--- src/rtl/fft_pkg.sv ---
// Shared FFT definitions: default widths, complex sample type and the
// bit-reversal helper used by the reorder buffer and the fft datapath.
package fft_pkg;

    localparam int unsigned W_DEF     = 11;
    localparam int unsigned LOG2N_DEF = 6;
    // Widest index the bit-reversal helper handles (LOG2N up to 12)
    localparam int unsigned IDX_W     = 12;

    typedef struct packed {
        logic [W_DEF-1:0] re;
        logic [W_DEF-1:0] im;
    } cplx_t;

    // Reverse the low log2n bits of idx; bits above log2n return as zero.
    function automatic logic [IDX_W-1:0] bitrev(input logic [IDX_W-1:0] idx,
                                                input int unsigned    log2n);
        logic [IDX_W-1:0] rev;
        rev = {<<{idx}};
        return rev >> (IDX_W - log2n);
    endfunction

endpackage

--- src/rtl/fft_bank_ram.sv ---
// Simple dual-port synchronous RAM holding both ping-pong banks; the bank
// select is the address MSB.
// Ports: clk, rst_n (clears the read register only), we_i/waddr_i/wdata_i
// write port, re_i/raddr_i read port, rdata_o registered read data that
// holds its value when re_i is low.
module fft_bank_ram #(
    parameter int unsigned DW = 22,
    parameter int unsigned AW = 7
) (
    input  logic          clk,
    input  logic          rst_n,
    input  logic          we_i,
    input  logic [AW-1:0] waddr_i,
    input  logic [DW-1:0] wdata_i,
    input  logic          re_i,
    input  logic [AW-1:0] raddr_i,
    output logic [DW-1:0] rdata_o
);

    localparam int unsigned DEPTH = 1 << AW;

    logic [DW-1:0] mem_q [DEPTH];
    logic [DW-1:0] rdata_q;

    // Storage array: no reset so it maps onto a RAM macro
    always_ff @(posedge clk) begin
        if (we_i) begin
            mem_q[waddr_i] <= wdata_i;
        end
    end

    // Registered read port
    always_ff @(posedge clk or negedge rst_n) begin
        if (!rst_n) begin
            rdata_q <= '0;
        end else if (re_i) begin
            rdata_q <= mem_q[raddr_i];
        end
    end

    assign rdata_o = rdata_q;

endmodule

--- src/rtl/fft_reorder_buf.sv ---
// Ping-pong frame buffer: collects N = 2**LOG2N complex samples per bank and
// releases completed banks to a pull-driven reader in natural or bit-reversed
// order.
// Ports: CLK/RST (async active-low), valid_a/ar/ai input stream, full
// backpressure, rd_en pull, valid_o/xr/xi/frame_o output stream (1-cycle
// latency), overflow sticky drop flag, state = count of unread complete banks.
module fft_reorder_buf
    import fft_pkg::*;
#(
    parameter int unsigned W      = W_DEF,
    parameter int unsigned LOG2N  = LOG2N_DEF,
    parameter int unsigned BITREV = 1
) (
    input  logic         CLK,
    input  logic         RST,
    input  logic         valid_a,
    input  logic [W-1:0] ar,
    input  logic [W-1:0] ai,
    output logic         full,
    input  logic         rd_en,
    output logic         valid_o,
    output logic [W-1:0] xr,
    output logic [W-1:0] xi,
    output logic         frame_o,
    output logic         overflow,
    output logic [1:0]   state
);

    localparam int unsigned AW = LOG2N + 1;
    localparam int unsigned DW = 2 * W;
    localparam int unsigned N  = 1 << LOG2N;
    localparam logic [LOG2N-1:0] LAST = LOG2N'(N - 1);

    logic [LOG2N-1:0] wcnt_q, rcnt_q;
    logic             wbank_q, rbank_q;
    logic [1:0]       state_q, state_d;
    logic             full_q, ovf_q, valid_q, frame_q;

    logic             we, re, wr_done, rd_done;
    logic [LOG2N-1:0] rd_idx;

    // Accept/release decisions and next bank count
    always_comb begin
        we      = valid_a & ~full_q;
        re      = rd_en & (state_q != 2'd0);
        wr_done = we & (wcnt_q == LAST);
        rd_done = re & (rcnt_q == LAST);
        state_d = state_q;
        case ({wr_done, rd_done})
            2'b10:   state_d = state_q + 2'd1;
            2'b01:   state_d = state_q - 2'd1;
            default: state_d = state_q;
        endcase
        if (BITREV != 0) begin
            rd_idx = LOG2N'(bitrev(IDX_W'(rcnt_q), LOG2N));
        end else begin
            rd_idx = rcnt_q;
        end
    end

    // Counters, bank pointers and flags
    always_ff @(posedge CLK or negedge RST) begin
        if (!RST) begin
            wcnt_q  <= '0;
            rcnt_q  <= '0;
            wbank_q <= 1'b0;
            rbank_q <= 1'b0;
            state_q <= 2'd0;
            full_q  <= 1'b0;
            ovf_q   <= 1'b0;
            valid_q <= 1'b0;
            frame_q <= 1'b0;
        end else begin
            if (we) begin
                wcnt_q <= wcnt_q + LOG2N'(1);
                if (wr_done) begin
                    wbank_q <= ~wbank_q;
                end
            end
            if (re) begin
                rcnt_q <= rcnt_q + LOG2N'(1);
                if (rd_done) begin
                    rbank_q <= ~rbank_q;
                end
            end
            state_q <= state_d;
            full_q  <= (state_d == 2'd2);
            ovf_q   <= ovf_q | (valid_a & full_q);
            valid_q <= re;
            frame_q <= re & (rcnt_q == '0);
        end
    end

    fft_bank_ram #(
        .DW (DW),
        .AW (AW)
    ) u_ram (
        .clk     (CLK),
        .rst_n   (RST),
        .we_i    (we),
        .waddr_i ({wbank_q, wcnt_q}),
        .wdata_i ({ar, ai}),
        .re_i    (re),
        .raddr_i ({rbank_q, rd_idx}),
        .rdata_o ({xr, xi})
    );

    assign full     = full_q;
    assign valid_o  = valid_q;
    assign frame_o  = frame_q;
    assign overflow = ovf_q;
    assign state    = state_q;

endmodule

--- config.mk ---
export PLATFORM = sky130hd
export DESIGN_NAME = fft_reorder_buf
export DESIGN_NICKNAME = d
export VERILOG_FILES = /design/src/rtl/fft_pkg.sv /design/src/rtl/fft_bank_ram.sv /design/src/rtl/fft_reorder_buf.sv
export SDC_FILE = /design/constraint.sdc
export NUM_CORES = 2
export LEC_CHECK = 0
export BUFFER_PORTS_ARGS = -buffer_cell sky130_fd_sc_hd__buf_2
export CORE_UTILIZATION = 55
export DETAILED_ROUTE_END_ITERATION = 6
export HOLD_SLACK_MARGIN = 0.05
export PLACE_DENSITY = 0.71
export SLEW_MARGIN = 10
export SYNTH_ARGS = -nofsm -noshare
export SYNTH_HDL_FRONTEND = slang
export SYNTH_SLANG_ARGS = --single-unit
--- constraint.sdc ---
create_clock -name CLK -period 7.1 [get_ports CLK]
set_clock_uncertainty 0.05 [all_clocks]
set_input_delay 1.065 -clock CLK [delete_from_list [all_inputs] [get_ports CLK]]
set_output_delay 1.065 -clock CLK [all_outputs]
set_load 0.02 [all_outputs]
==> flow_metrics.tcl <==
set metrics [dict create \
    run_status "complete, but fails checks" \
    violations "capacitance limit, slew limit" \
    tightest_slew_ns 1.50 \
    hold_ws_ns 0.195 \
    power.switching_w 0.00961 \
    p_int_w 0.0283 \
    avgSynthCellArea_um2 21.7 \
    critPathCapture "u_ram.rdata_o[5]" \
    ys_warn_count 0 \
    sequentialPowerShare 0.506 \
    dpl_worst_slack_ns 2.01 \
    syn_inst 5071 \
    slew_violations 1 \
    crit_path_max_incr_delay_ns 1.07 \
    row_count 163 \
    fin_crit_sh 0.726 \
    crit_type "reg2reg" \
    cts_tree "done" \
    cts_hold_buf 0 \
    cts_buffer_depth 4 \
    path_delay_family "compound AO/OA/AOI/OAI gates" \
    crit_chain "buf_12 > buf_4 > mux4_2 > mux4_2 > nor2_1 > nor2_1 > a221oi_1 > o31ai_1" \
    cts_root_buffer "clkbuf_16" \
    drtIter0Drc 9078 \
    synthMuxAreaShare 0.151 \
    post-cts-setup-buffer-count 0 \
    cts_resized 0 \
    r2r-start "rcnt_q[5]" \
    peakVddDrop_v 0.000244 \
    ys_seq_area_frac 0.779 \
    syn_nets 5101 \
    async_flop_share 0.0147 \
    grt_overflow 0 \
    clock_latency_ns 0.95 \
    synth_top_family_by_area "multiplexers" \
    hold_violations 0 \
    wl_mm 301 \
    synth_fa_ha_area_frac 0.000455 \
    start_util 0.555 \
    antenna_found_initial 13 \
    worstPathArrival_ns 5.88 \
    clock-sinks 2858 \
    synth-compound-area-share 0.0330 \
    areaGrowthSynthToFinish_pct 11.9 \
    synth_xor_area_frac 0.00120 \
    reg2reg_depth 8 \
    core-area_um2 198000 \
    finalPower_w 0.0379 \
    nNetsFinal 5377 \
    ant_nets 0 \
    dieArea_um2 202000 \
    crit_required_ns 7.82 \
    synth_edf_count 2816 \
    wl_per_cell_um 36.7 \
    cts_buffers 299 \
    pwr-share-clk 0.387 \
    setup_slack_ns 1.95 \
    p_leak_nw 40.7 \
    avgViaCountPerCell 6.89 \
    firstDrtPassIters 6 \
    finalSetupTns_ns 0 \
    die_y_um 449 \
    ys.flop_type "edfxtp_1" \
    place_hpwl_mm 167 \
    drv_cap 1 \
    relSlewSlack -0.00924 \
    fmax_mhz 194 \
    syn-cell-area_um2 110000 \
    synth_seq_cells 2858 \
    clk_pin_slew_ns 0.07 \
    switching_share 0.254 \
    synth-simple-area-share 0.0187 \
    power_density_nw_per_um2 308 \
    ys_types 65 \
    end_kind "flip-flop" \
    r2r-end "u_ram.rdata_o[5]" \
    cp.depth 8 \
    hold_path_class "in2async" \
    r2r_setup_slack_ns 1.95 \
    die-width_um 449 \
    grt_first_pass_wirelength_mm 421 \
    htreeDepth 5 \
    io-pin-count 54 \
    min_period_ns 5.15 \
    grt_max_degree 118 \
    rsz0062_at_grt "no" \
    start_kind "flip-flop" \
    portBuffers 53 \
    drive_above_1_share 0.257 \
    crit_buf_inv 2 \
    critical-path-slowest-cell "a221oi_1" \
    gp_congestion 0.987 \
    drc 0 \
    path_max_fanout 46 \
    num_vias 56413 \
    crit_start "rcnt_q[5]" \
    share_comb_of_total_power 0.107 \
    setup_viol 0 \
    grt_usage 0.298 \
    first_global_vias 55025 \
]
## sequential cells by signal (all words and copies together) (netlist names)
register	cells
rbank_q	1
valid_o	1
wcnt_q	6
overflow	1
wbank_q	1
u_ram.mem_q	2816
u_ram.rdata_o	22
frame_o	1
rcnt_q	6
state	2
full	1
## how the worst min path moves through the flow
| stage | startpoint | endpoint | cells after the start | slack, ns |
|---|---|---|---|---|
| 6_report | RST | valid_o | 2 | 0.19 |
| 3_5_place_dp | overflow | overflow | 1 | 0.40 |
| 5_1_grt | RST | valid_o | 2 | 0.22 |
| 3_3_place_gp | overflow | overflow | 1 | 0.38 |
| 4_1_cts | RST | valid_o | 2 | 0.18 |
| 2_1_floorplan | wcnt_q[5] | wcnt_q[5] | 1 | 0.48 |
## worst register-to-register path: stages, from the launching register on
cell and delay (ns):
dfrtp_4 1.04, buf_12 0.43, buf_4 0.79, mux4_2 0.67
mux4_2 0.54, nor2_1 0.12, nor2_1 0.11, a221oi_1 1.07
o31ai_1 0.16
## layout make-up
class	count	area [um^2]
diodes	2	5.00
clock buffers	373	7920
clock inverters	131	1060
fillers	13044	75000
inverters	10	42.5
multi-input cells	1914	23000
flip-flops and latches	2858	85600
well taps	2640	3300
repair buffers	264	2120
## kinds of logic (layout without fill, tap and decap cells)
kind of cell / count (synthesis) / after routing
AO/OA/AOI/OAI: 520 / 520
XOR/XNOR: 15 / 15
adder cells (fa/ha/maj): 4 / 4
buffers and inverters: 299 / 778
flip-flops: 2858 / 2858
multiplexers: 896 / 896
other: 0 / 2
AND/OR/NAND/NOR: 479 / 479
## per-stage QoR
stage               utilization  instance area (um^2)  cells
floorplan                     -                110000   5071
finish                    0.621                123000   8192
detailed placement        0.576                114000   7686
global route              0.621                123000   8191
CTS                       0.621                123000   8190
global placement          0.576                114000   7686
## Yosys cell counts, types with 7 or more instances
| library cell | count | share of area |
|---|---|---|
| a2111oi_0 | 11 | 0.00088 |
| a211oi_1 | 37 | 0.0025 |
| a21oi_1 | 104 | 0.0047 |
| a221oi_1 | 27 | 0.0022 |
| a22o_1 | 13 | 0.0010 |
| a22oi_1 | 88 | 0.0060 |
| a311oi_1 | 10 | 0.00080 |
| a31oi_1 | 19 | 0.0011 |
| a32oi_1 | 12 | 0.00096 |
| buf_1 | 12 | 0.00041 |
| buf_2 | 80 | 0.0036 |
| buf_4 | 45 | 0.0031 |
| buf_6 | 48 | 0.0049 |
| clkbuf_1 | 99 | 0.0034 |
| dfrtp_1 | 42 | 0.0096 |
| edfxtp_1 | 2816 | 0.77 |
| inv_1 | 7 | 0.00024 |
| mux2_2 | 19 | 0.0019 |
| mux2i_1 | 266 | 0.024 |
| mux4_2 | 611 | 0.13 |
| nand2_1 | 131 | 0.0045 |
| nand2b_1 | 12 | 0.00068 |
| nand3_1 | 35 | 0.0016 |
| nor2_1 | 222 | 0.0076 |
| nor2b_1 | 20 | 0.0011 |
| nor3_1 | 27 | 0.0012 |
| o21ai_0 | 64 | 0.0029 |
| o221ai_1 | 55 | 0.0044 |
| o22ai_1 | 34 | 0.0019 |
| o31ai_1 | 13 | 0.00089 |
| xnor2_1 | 11 | 0.00088 |
## cells in the final DEF (no fill, tap or decap), drive strengths merged, types with 13 or more instances in the layout
cell type	netlist	routed
nor2	223	223
a21oi	104	104
nor3	27	27
o22ai	34	34
dfrtp	42	42
mux2i	266	266
edfxtp	2816	2816
a22o	13	13
a221oi	28	28
clkbuf	99	373
buf	190	264
mux4	611	611
inv	9	15
a31oi	19	19
a22oi	88	88
clkinv	1	106
o21ai	64	64
nand2	131	131
a2111oi	14	14
o221ai	55	55
a211oi	37	37
nor2b	20	20
bufinv	0	17
nand3	35	35
mux2	19	19
o31ai	13	13
## power groups by stage
stage	Clock, W	Combinational (W)	Sequential [W]
floorplan	0	0.00164	0.0194
global placement	0	0.00383	0.0195
detailed placement	0	0.00386	0.0195
CTS	0.0148	0.00388	0.0192
global route	0.0154	0.00406	0.0192
finish	0.0147	0.00404	0.0192
## layer usage
layer,wire [um],vias to the layer above,global-route usage
met5,41,-,0
met1,109000,29696,0.417
li1,-,21892,-
met2,138000,4087,0.446
met4,15000,6,0.132
met3,38300,732,0.0775
Power figures use the tool's default switching activity.
